[config.mk]
export PLATFORM = sky130hd
export DESIGN_NAME = gate_reduce_unit
export DESIGN_NICKNAME = d
export VERILOG_FILES = /design/src/rtl/gate_reduce_unit.sv
export SDC_FILE = /design/constraint.sdc
export NUM_CORES = 1
export LEC_CHECK = 0
export ABC_CLOCK_PERIOD_IN_PS = 5690
export CAP_MARGIN = 0
export CELL_PAD_IN_SITES_DETAIL_PLACEMENT = 1
export CELL_PAD_IN_SITES_GLOBAL_PLACEMENT = 2
export CORE_UTILIZATION = 38
export CTS_BUF_LIST = sky130_fd_sc_hd__clkbuf_4
export DETAILED_ROUTE_END_ITERATION = 16
export HOLD_SLACK_MARGIN = 0.05
export PLACE_DENSITY_LB_ADDON = 0.25
export SYNTH_ARGS = -nofsm -noshare
export SYNTH_HDL_FRONTEND = slang
export SYNTH_SLANG_ARGS = --single-unit
[constraint.sdc]
create_clock -name clk -period 5.69 [get_ports clk]
set_clock_uncertainty 0.05 [all_clocks]
set_input_delay 0.8535 -clock clk [delete_from_list [all_inputs] [get_ports clk]]
set_output_delay 0.8535 -clock clk [all_outputs]
set_load 0.05 [all_outputs]
[src/rtl/gate_reduce_unit.sv]
// gate_reduce_unit
//   Streams a frame of 1..MAX_LEN WIDTH-bit operands over a valid/ready input
//   and folds them bitwise with one selectable logic op. Emits one result per
//   frame on a valid/ready output.
//
//   Ports
//     clk, rst                 rising-edge clock, async active-high reset
//     start, op, len           frame request (sampled only in IDLE)
//     busy                     high in ACCUM and DONE
//     err                      one-cycle pulse on a rejected start
//     in_valid/in_ready/in_data    operand stream
//     out_valid/out_ready/out_data reduced result
//
//   op: 000 AND, 001 OR, 010 XOR, 011 NAND, 100 NOR, 101 XNOR,
//       110 PASS (last operand), 111 illegal

// Per-bit fold step. The inverting ops fold with their base op; the final
// inversion is applied once, at the result register.
module gate_reduce_lane (
  input  logic       first,
  input  logic [2:0] op,
  input  logic       acc,
  input  logic       data,
  output logic       nxt
);
  always_comb begin
    nxt = data;
    if (!first) begin
      unique case (op)
        3'd0, 3'd3: nxt = acc & data;
        3'd1, 3'd4: nxt = acc | data;
        3'd2, 3'd5: nxt = acc ^ data;
        default:    nxt = data;       // PASS keeps the latest operand
      endcase
    end
  end
endmodule

module gate_reduce_unit #(
  parameter int WIDTH   = 8,
  parameter int MAX_LEN = 16,
  parameter int LEN_W   = 5
) (
  input  logic             clk,
  input  logic             rst,
  input  logic             start,
  input  logic [2:0]       op,
  input  logic [LEN_W-1:0] len,
  output logic             busy,
  output logic             err,
  input  logic             in_valid,
  output logic             in_ready,
  input  logic [WIDTH-1:0] in_data,
  output logic             out_valid,
  input  logic             out_ready,
  output logic [WIDTH-1:0] out_data
);

  typedef enum logic [1:0] {
    IDLE  = 2'd0,
    ACCUM = 2'd1,
    DONE  = 2'd2
  } state_t;

  state_t           state;
  logic [WIDTH-1:0] acc;
  logic [WIDTH-1:0] acc_nxt;
  logic [LEN_W-1:0] count;
  logic [LEN_W-1:0] len_q;
  logic [2:0]       op_q;

  logic beat;
  logic last_beat;
  logic start_bad;
  logic invert;

  // Handshake outputs decode from the state register only, so no input can
  // reach an output combinationally.
  assign busy      = (state == ACCUM) || (state == DONE);
  assign in_ready  = (state == ACCUM);
  assign out_valid = (state == DONE);

  assign beat      = in_valid && in_ready;
  assign last_beat = beat && (count == len_q - LEN_W'(1));
  assign start_bad = (len == '0) || (len > LEN_W'(MAX_LEN)) || (op == 3'b111);
  assign invert    = (op_q == 3'd3) || (op_q == 3'd4) || (op_q == 3'd5);

  for (genvar b = 0; b < WIDTH; b++) begin : g_lane
    gate_reduce_lane u_lane (
      .first (count == '0),
      .op    (op_q),
      .acc   (acc[b]),
      .data  (in_data[b]),
      .nxt   (acc_nxt[b])
    );
  end

  always_ff @(posedge clk or posedge rst) begin
    if (rst) begin
      state    <= IDLE;
      err      <= 1'b0;
      acc      <= '0;
      count    <= '0;
      op_q     <= '0;
      len_q    <= '0;
      out_data <= '0;
    end else begin
      err <= 1'b0;
      unique case (state)
        IDLE: begin
          if (start) begin
            if (start_bad) begin
              err <= 1'b1;
            end else begin
              op_q  <= op;
              len_q <= len;
              count <= '0;
              state <= ACCUM;
            end
          end
        end
        ACCUM: begin
          if (beat) begin
            acc   <= acc_nxt;
            count <= count + LEN_W'(1);
            if (last_beat) begin
              // Result is captured from the fold of the final operand so it
              // is valid on the very first DONE cycle.
              out_data <= invert ? ~acc_nxt : acc_nxt;
              state    <= DONE;
            end
          end
        end
        DONE: begin
          if (out_ready) state <= IDLE;
        end
        default: state <= IDLE;
      endcase
    end
  end

endmodule

### Word-level counts from Yosys, hierarchy flattened

Cells that the tools add are included.

* register bits after elaboration: 32
* bits in latches: 0
* memory bits (writable): 0
* memory bits (read-only): 0
* input bits: 21
* output and inout bits: 12
* memories kept: 0

* add/subtract/negate cells: 2
* multipliers: 0
* divide/modulo/power cells: 0
* magnitude comparators: 1
* eq/ne operators: 14
* shift operators: 0
* muxes and demuxes: 30
* bitwise operators: 26
* reductions and logical operators: 20

Operator list (number)
* $pmux 1 s3: 8
* $mux 5: 3
* $mux 1: 11
* $logic_not 5->1: 2
* $mux 2: 5
* $pmux 5 s2: 1
* $eq 3x3->1 const B: 3
* $and 1x1->1: 8
* $mux 8: 1
* $not 8->8: 1
* $or 1x1->1: 8
* $xor 1x1->1: 8
* $eq 3x2->1 const B: 2
* $ne 2x1->1 const B: 3
* $pmux 2 s3: 1
* $reduce_and 3->1: 2
* $reduce_or 2->1: 3
* $add 5x1->5 const B: 1
* $eq 5x5->1: 1
* $gt 5x5->1 const B: 1
* $logic_or 1x1->1: 5
* $reduce_and 5->1: 1
* $sub 5x1->5 const B: 1
* $ne 2x2->1 const B: 2
* other kinds (10): 11

### Depth between registers and ports, before layout

* word-level depth: 6
* depth in mapped cells: 9
* depth with buffers taken out: 8

### Hierarchy

A second synthesis with hierarchy kept.

* cell total of the unflattened synthesis: 268
* area total of the unflattened synthesis: 2482.4 µm²

By module, submodules not included
* gate_reduce_unit: instances 1, cells each 148, area each 1671.6 µm²
* gate_reduce_lane: instances 8, cells each 15, area each 101.3 µm²

### Worst setup path after synthesis

OpenSTA, ideal clock, no wires.

* path type: input port to flip-flop
* start point: input port len[1]
* end point: register state[0]
* library setup time: 0.125 ns
* arrival: 2.303 ns
* data required time: 5.515 ns
* slack: 3.212 ns
* cell stages on the path: 6
* path buffers: 0
* cells stage by stage: nor4_1 > xnor2_1 > nand4_1 > a221oi_1 > o21ai_2 > mux2_4

* cells in the longest elaborated chain, start to end: 5
* elaborated cells between the ends (all ways): 6
* those cells by class: order compare: 1; eq/ne: 1; reduce/logical: 4

Ends and longest elaborated chain
* start: declaration: RTL line 48 `input logic [LEN_W-1:0] len,`
* $gt 5x5->1 or $logic_not 5->1 (tied branches): RTL line 85 `assign start_bad = (len == '0) || (len > LEN_W'(MAX_LEN)) || (op == 3'b111);`
* $logic_or 1x1->1 (*) (2 in a row): RTL line 85
* $ne 2x2->1 (no source line) (*)
* $reduce_and 5->1 (no source line) (*)
* end signal: assignment: RTL line 100 `state <= IDLE;`
* end signal: assignment: RTL line 118 `state <= ACCUM;`
* end signal: assignment: RTL line 130 `state <= DONE;`
* end: declaration: RTL line 65 `state_t state;`

Every way passes the cells marked *; elsewhere a longest branch is shown, timed or not.
A chain may end at the register's enable or synchronous reset.

### Worst setup path after layout

* start point: input port len[0]
* end point: register state[0]

The elaborated chain is that of the path after synthesis.

==> reports/summary.log <==
qor: synthesis.average_cell_area_after_synthesis 8.72 um2
qor: layout.combined_area_of_the_multi_input_logic_cells 0.00164 mm2
qor: timing.finalSetupViolCount 0
qor: global_route.grt_start_max_net_pins 33
qor: critical_path.start_kind input pin
qor: timing.slew_viol_final 0
qor: layout.final.fill_count 782
qor: clock_tree.numClockSinks 32
qor: critical_path.cp-end-kind flip-flop
qor: routing.drt-vias-per-instance 5.53
qor: synthesis.synth_fp_nets 344
qor: routing.drt_wl_total 6510 um
qor: power_and_ir_drop.power.internal 868 uW
qor: layout.antenna_cells_inserted 0
qor: layout.drive_above_1_share 0.104
qor: clock_tree.cts_made_buffers 5
qor: run_status.outcome completed
qor: timing.postLayoutSetupSlackWorst 2510 ps
qor: routing.drt_iter0_drc 80
qor: floorplanning.die-width 85.0 um
qor: synthesis.number_of_distinct_library_cells_after_synthesis 37
qor: synthesis.post_synth_inst_count 300
qor: clock_tree.worstSkewPairLatency 340 ps
qor: synthesis.synth-seq-area-share 0.306
qor: timing.max_clock_freq 314 MHz
qor: clock_tree.ctsLongestPathBuffers 2
qor: power_and_ir_drop.pwr-share-clk 0.080
qor: timing.timing.setup.tns 0 ps
qor: routing.drt.antenna.violating_nets 0
qor: routing.dr.pass1.iters 4
qor: placed_design.replace_congestion 0.814
qor: clock_tree.cts_tree built
qor: layout.area_growth 16.5%
qor: hold_path.hp-start out_data[3]$_DFFE_PP0P_
qor: critical_path.ff2ff_setup_slack 2980 ps
qor: critical_path.endpoint_of_the_worst_slack_reg_to_reg_timing_path out_data[7]$_DFFE_PP0P_
qor: floorplanning.boundaryPins 33
qor: power_and_ir_drop.netSwitchingPower 906 uW
qor: power_and_ir_drop.switching_share 0.511
qor: power_and_ir_drop.power.total 1770 uW
qor: flow_run.cap_violations 0
qor: placed_design.place_hpwl 4670 um
qor: critical_path.timing_worst_setup_path_type input pin to flip-flop
qor: placed_design.dp.cells 396
qor: timing.timing.final.crit_share 0.559
qor: power_and_ir_drop.pwr_density_cell 582 mW/mm2
qor: routing.avgRoutedWirePerCell 16.1 um
qor: hold_path.hold_end out_data[3]$_DFFE_PP0P_
qor: routing.drc 0
qor: floorplanning.fp.coreArea 0.00649 mm2
qor: timing.timing.final.hold_violations 0
qor: clock_tree.cts_setup_buffers 0
qor: synthesis.count_of_yosys_warnings_during_synthesis 0
qor: global_route.global_route.usage.total 0.197
qor: timing.maxSlewHeadroom 0.569
qor: synthesis.synthFlopType sky130_fd_sc_hd__dfrtp_1
qor: timing.rsz_0062_raised_after_global_routing no
qor: global_route.first_global_vias 2360
qor: floorplanning.fp.dieH 85.0 um
qor: clock_tree.htree_levels 2
qor: global_route.antenna_found_initial 0
qor: routing.dr_total_vias 2235
qor: hold_path.hp-class flip-flop to flip-flop
qor: power_and_ir_drop.share_of_power_burned_in_combinational_logic 0.674
qor: floorplanning.initial_core_utilization 0.403
qor: critical_path.rr_startpoint op_q[1]$_DFFE_PP0P_
qor: layout.final_cells 404
qor: timing.finalCriticalPeriod 3180 ps
qor: clock_tree.path_clk_slew 110 ps
qor: critical_path.worst-endpoint-required 5880 ps
qor: synthesis.synthesis.area 0.00262 mm2
qor: timing.worstMarginPinSlew 645 ps
qor: clock_tree.clock_tree.root_cell sky130_fd_sc_hd__clkbuf_4
qor: hold_path.holdPathStages 1
qor: clock_tree.ctsHoldBuffers 0
qor: synthesis.synth-async-reset-ratio 1.00
qor: critical_path.cp.arrival 3370 ps
qor: floorplanning.placementRows 29
qor: power_and_ir_drop.sequentialPowerShare 0.246
qor: layout.num-nets-final 370
qor: placed_design.post-place-ws 2060 ps
qor: power_and_ir_drop.peakVddDrop 0.312 mV
qor: placed_design.portBuffers 32
qor: synthesis.yosys_register_bits 32
qor: global_route.grt_first_pass_wirelength 11200 um
qor: layout.seq_area 801 um2
qor: critical_path.timing.reg2reg.worst_path_depth 7
qor: global_route.globalRouteOverflowTotal 0
qor: critical_path.crit_path_max_fanout 12
qor: clock_tree.post_cts_resize_count 0
qor: synthesis.number_of_synthesized_flops_with_an_enable_pin 0
qor: floorplanning.die_area 0.00722 mm2
qor: power_and_ir_drop.leakage 0.00136 uW
==> power by group through the flow <==
stage	logic (uW)	clock network, uW	registers, uW
floorplan	879	0	467
global placement	1180	0	438
detailed placement	1210	0	443
CTS	1210	146	437
global route	1340	154	453
finish	1200	142	437
==> cell usage in the layout, fill, tap and decap left out, types with 7 or more instances in the layout <==
cell,n
sky130_fd_sc_hd__mux2i_1,17
sky130_fd_sc_hd__mux2_2,18
sky130_fd_sc_hd__inv_1,28
sky130_fd_sc_hd__o221ai_1,7
sky130_fd_sc_hd__o21ai_0,30
sky130_fd_sc_hd__nand2_1,25
sky130_fd_sc_hd__dfrtp_1,32
sky130_fd_sc_hd__clkdlybuf4s50_1,32
sky130_fd_sc_hd__a21oi_1,22
sky130_fd_sc_hd__xnor2_1,11
sky130_fd_sc_hd__nor2_1,19
sky130_fd_sc_hd__ha_1,23
==> critical path, cell delays in order <==
cell                              delay (ps)
sky130_fd_sc_hd__clkdlybuf4s50_1         440
sky130_fd_sc_hd__nor4_1                  360
sky130_fd_sc_hd__xnor2_1                 210
sky130_fd_sc_hd__nand4_1                 490
sky130_fd_sc_hd__a221oi_1                600
sky130_fd_sc_hd__o21ai_2                 110
sky130_fd_sc_hd__mux2_4                  310
==> routing by layer <==
layer  GRT usage  vias to the layer above  wire length [um]
met4      0.0524                        0                66
met1       0.235                     1096              3040
met5           0                        -                 0
li1            -                     1110                 -
met3      0.0263                        7               121
met2       0.369                       22              3280
==> how the worst max path moves through the flow <==
| stage | startpoint | end | slack, ps | depth (start not counted) |
|---|---|---|---|---|
| 3_3_place_gp | len[1] | state[0]$_DFFE_PP0P_ | 2160 | 7 |
| 3_5_place_dp | len[0] | state[0]$_DFFE_PP0P_ | 2060 | 7 |
| 2_1_floorplan | len[1] | state[0]$_DFFE_PP0P_ | 3210 | 6 |
| 6_report | len[0] | state[0]$_DFFE_PP0P_ | 2510 | 7 |
| 5_1_grt | len[0] | state[0]$_DFFE_PP0P_ | 2250 | 7 |
| 4_1_cts | len[0] | state[0]$_DFFE_PP0P_ | 2440 | 7 |
==> registers in the layout (all words and copies together) (netlist names) <==
name,cells
acc,8
out_data,8
count,5
len_q,5
op_q,3
state,2
err,1
==> Yosys cell counts, types with 2 or more instances <==
cell type / count / area share
sky130_fd_sc_hd__a211oi_1: 2 / 0.0057
sky130_fd_sc_hd__a21o_1: 6 / 0.017
sky130_fd_sc_hd__a21oi_1: 23 / 0.044
sky130_fd_sc_hd__a22oi_1: 6 / 0.017
sky130_fd_sc_hd__a31oi_1: 2 / 0.0048
sky130_fd_sc_hd__buf_2: 9 / 0.017
sky130_fd_sc_hd__clkbuf_1: 8 / 0.011
sky130_fd_sc_hd__dfrtp_1: 32 / 0.31
sky130_fd_sc_hd__ha_1: 23 / 0.11
sky130_fd_sc_hd__inv_1: 28 / 0.040
sky130_fd_sc_hd__mux2_2: 18 / 0.077
sky130_fd_sc_hd__mux2i_1: 17 / 0.065
sky130_fd_sc_hd__nand2_1: 25 / 0.036
sky130_fd_sc_hd__nand2b_1: 5 / 0.012
sky130_fd_sc_hd__nand3_1: 5 / 0.0096
sky130_fd_sc_hd__nand4_1: 2 / 0.0048
sky130_fd_sc_hd__nor2_1: 19 / 0.027
sky130_fd_sc_hd__nor3_1: 2 / 0.0038
sky130_fd_sc_hd__nor4_1: 2 / 0.0048
sky130_fd_sc_hd__o21ai_0: 30 / 0.057
sky130_fd_sc_hd__o221ai_1: 7 / 0.023
sky130_fd_sc_hd__o2bb2ai_1: 3 / 0.010
sky130_fd_sc_hd__xnor2_1: 11 / 0.037
sky130_fd_sc_hd__xor2_1: 2 / 0.0067
==> through the flow <==
stage	hold slack, ps	cell area, um2	util
after floorplan	425	2620	-
after global placement	441	2990	0.461
after detailed placement	449	2990	0.461
after CTS	478	3050	0.469
after global routing	494	3050	0.469
final	472	3050	0.469
==> cell type report <==
type / instances / area share
clock inverter: 2 / 0.00369
inverter: 28 / 0.0345
sequential: 32 / 0.263
clock buffer: 6 / 0.0148
tap: 77 / 0.0316
multi-input combinational: 223 / 0.538
timing repair buffer: 36 / 0.115
==> cell families after synthesis <==
| logic type | Yosys count | synth area share |
|---|---|---|
| AND/OR/NAND/NOR | 64 | 0.111 |
| AO/OA/AOI/OAI | 87 | 0.212 |
| buffers and inverters | 45 | 0.0689 |
| multiplexers | 36 | 0.148 |
| adder cells (fa/ha/maj) | 23 | 0.110 |
| flip-flops | 32 | 0.306 |
| XOR/XNOR | 13 | 0.0435 |
Power figures use the tool's default switching activity.
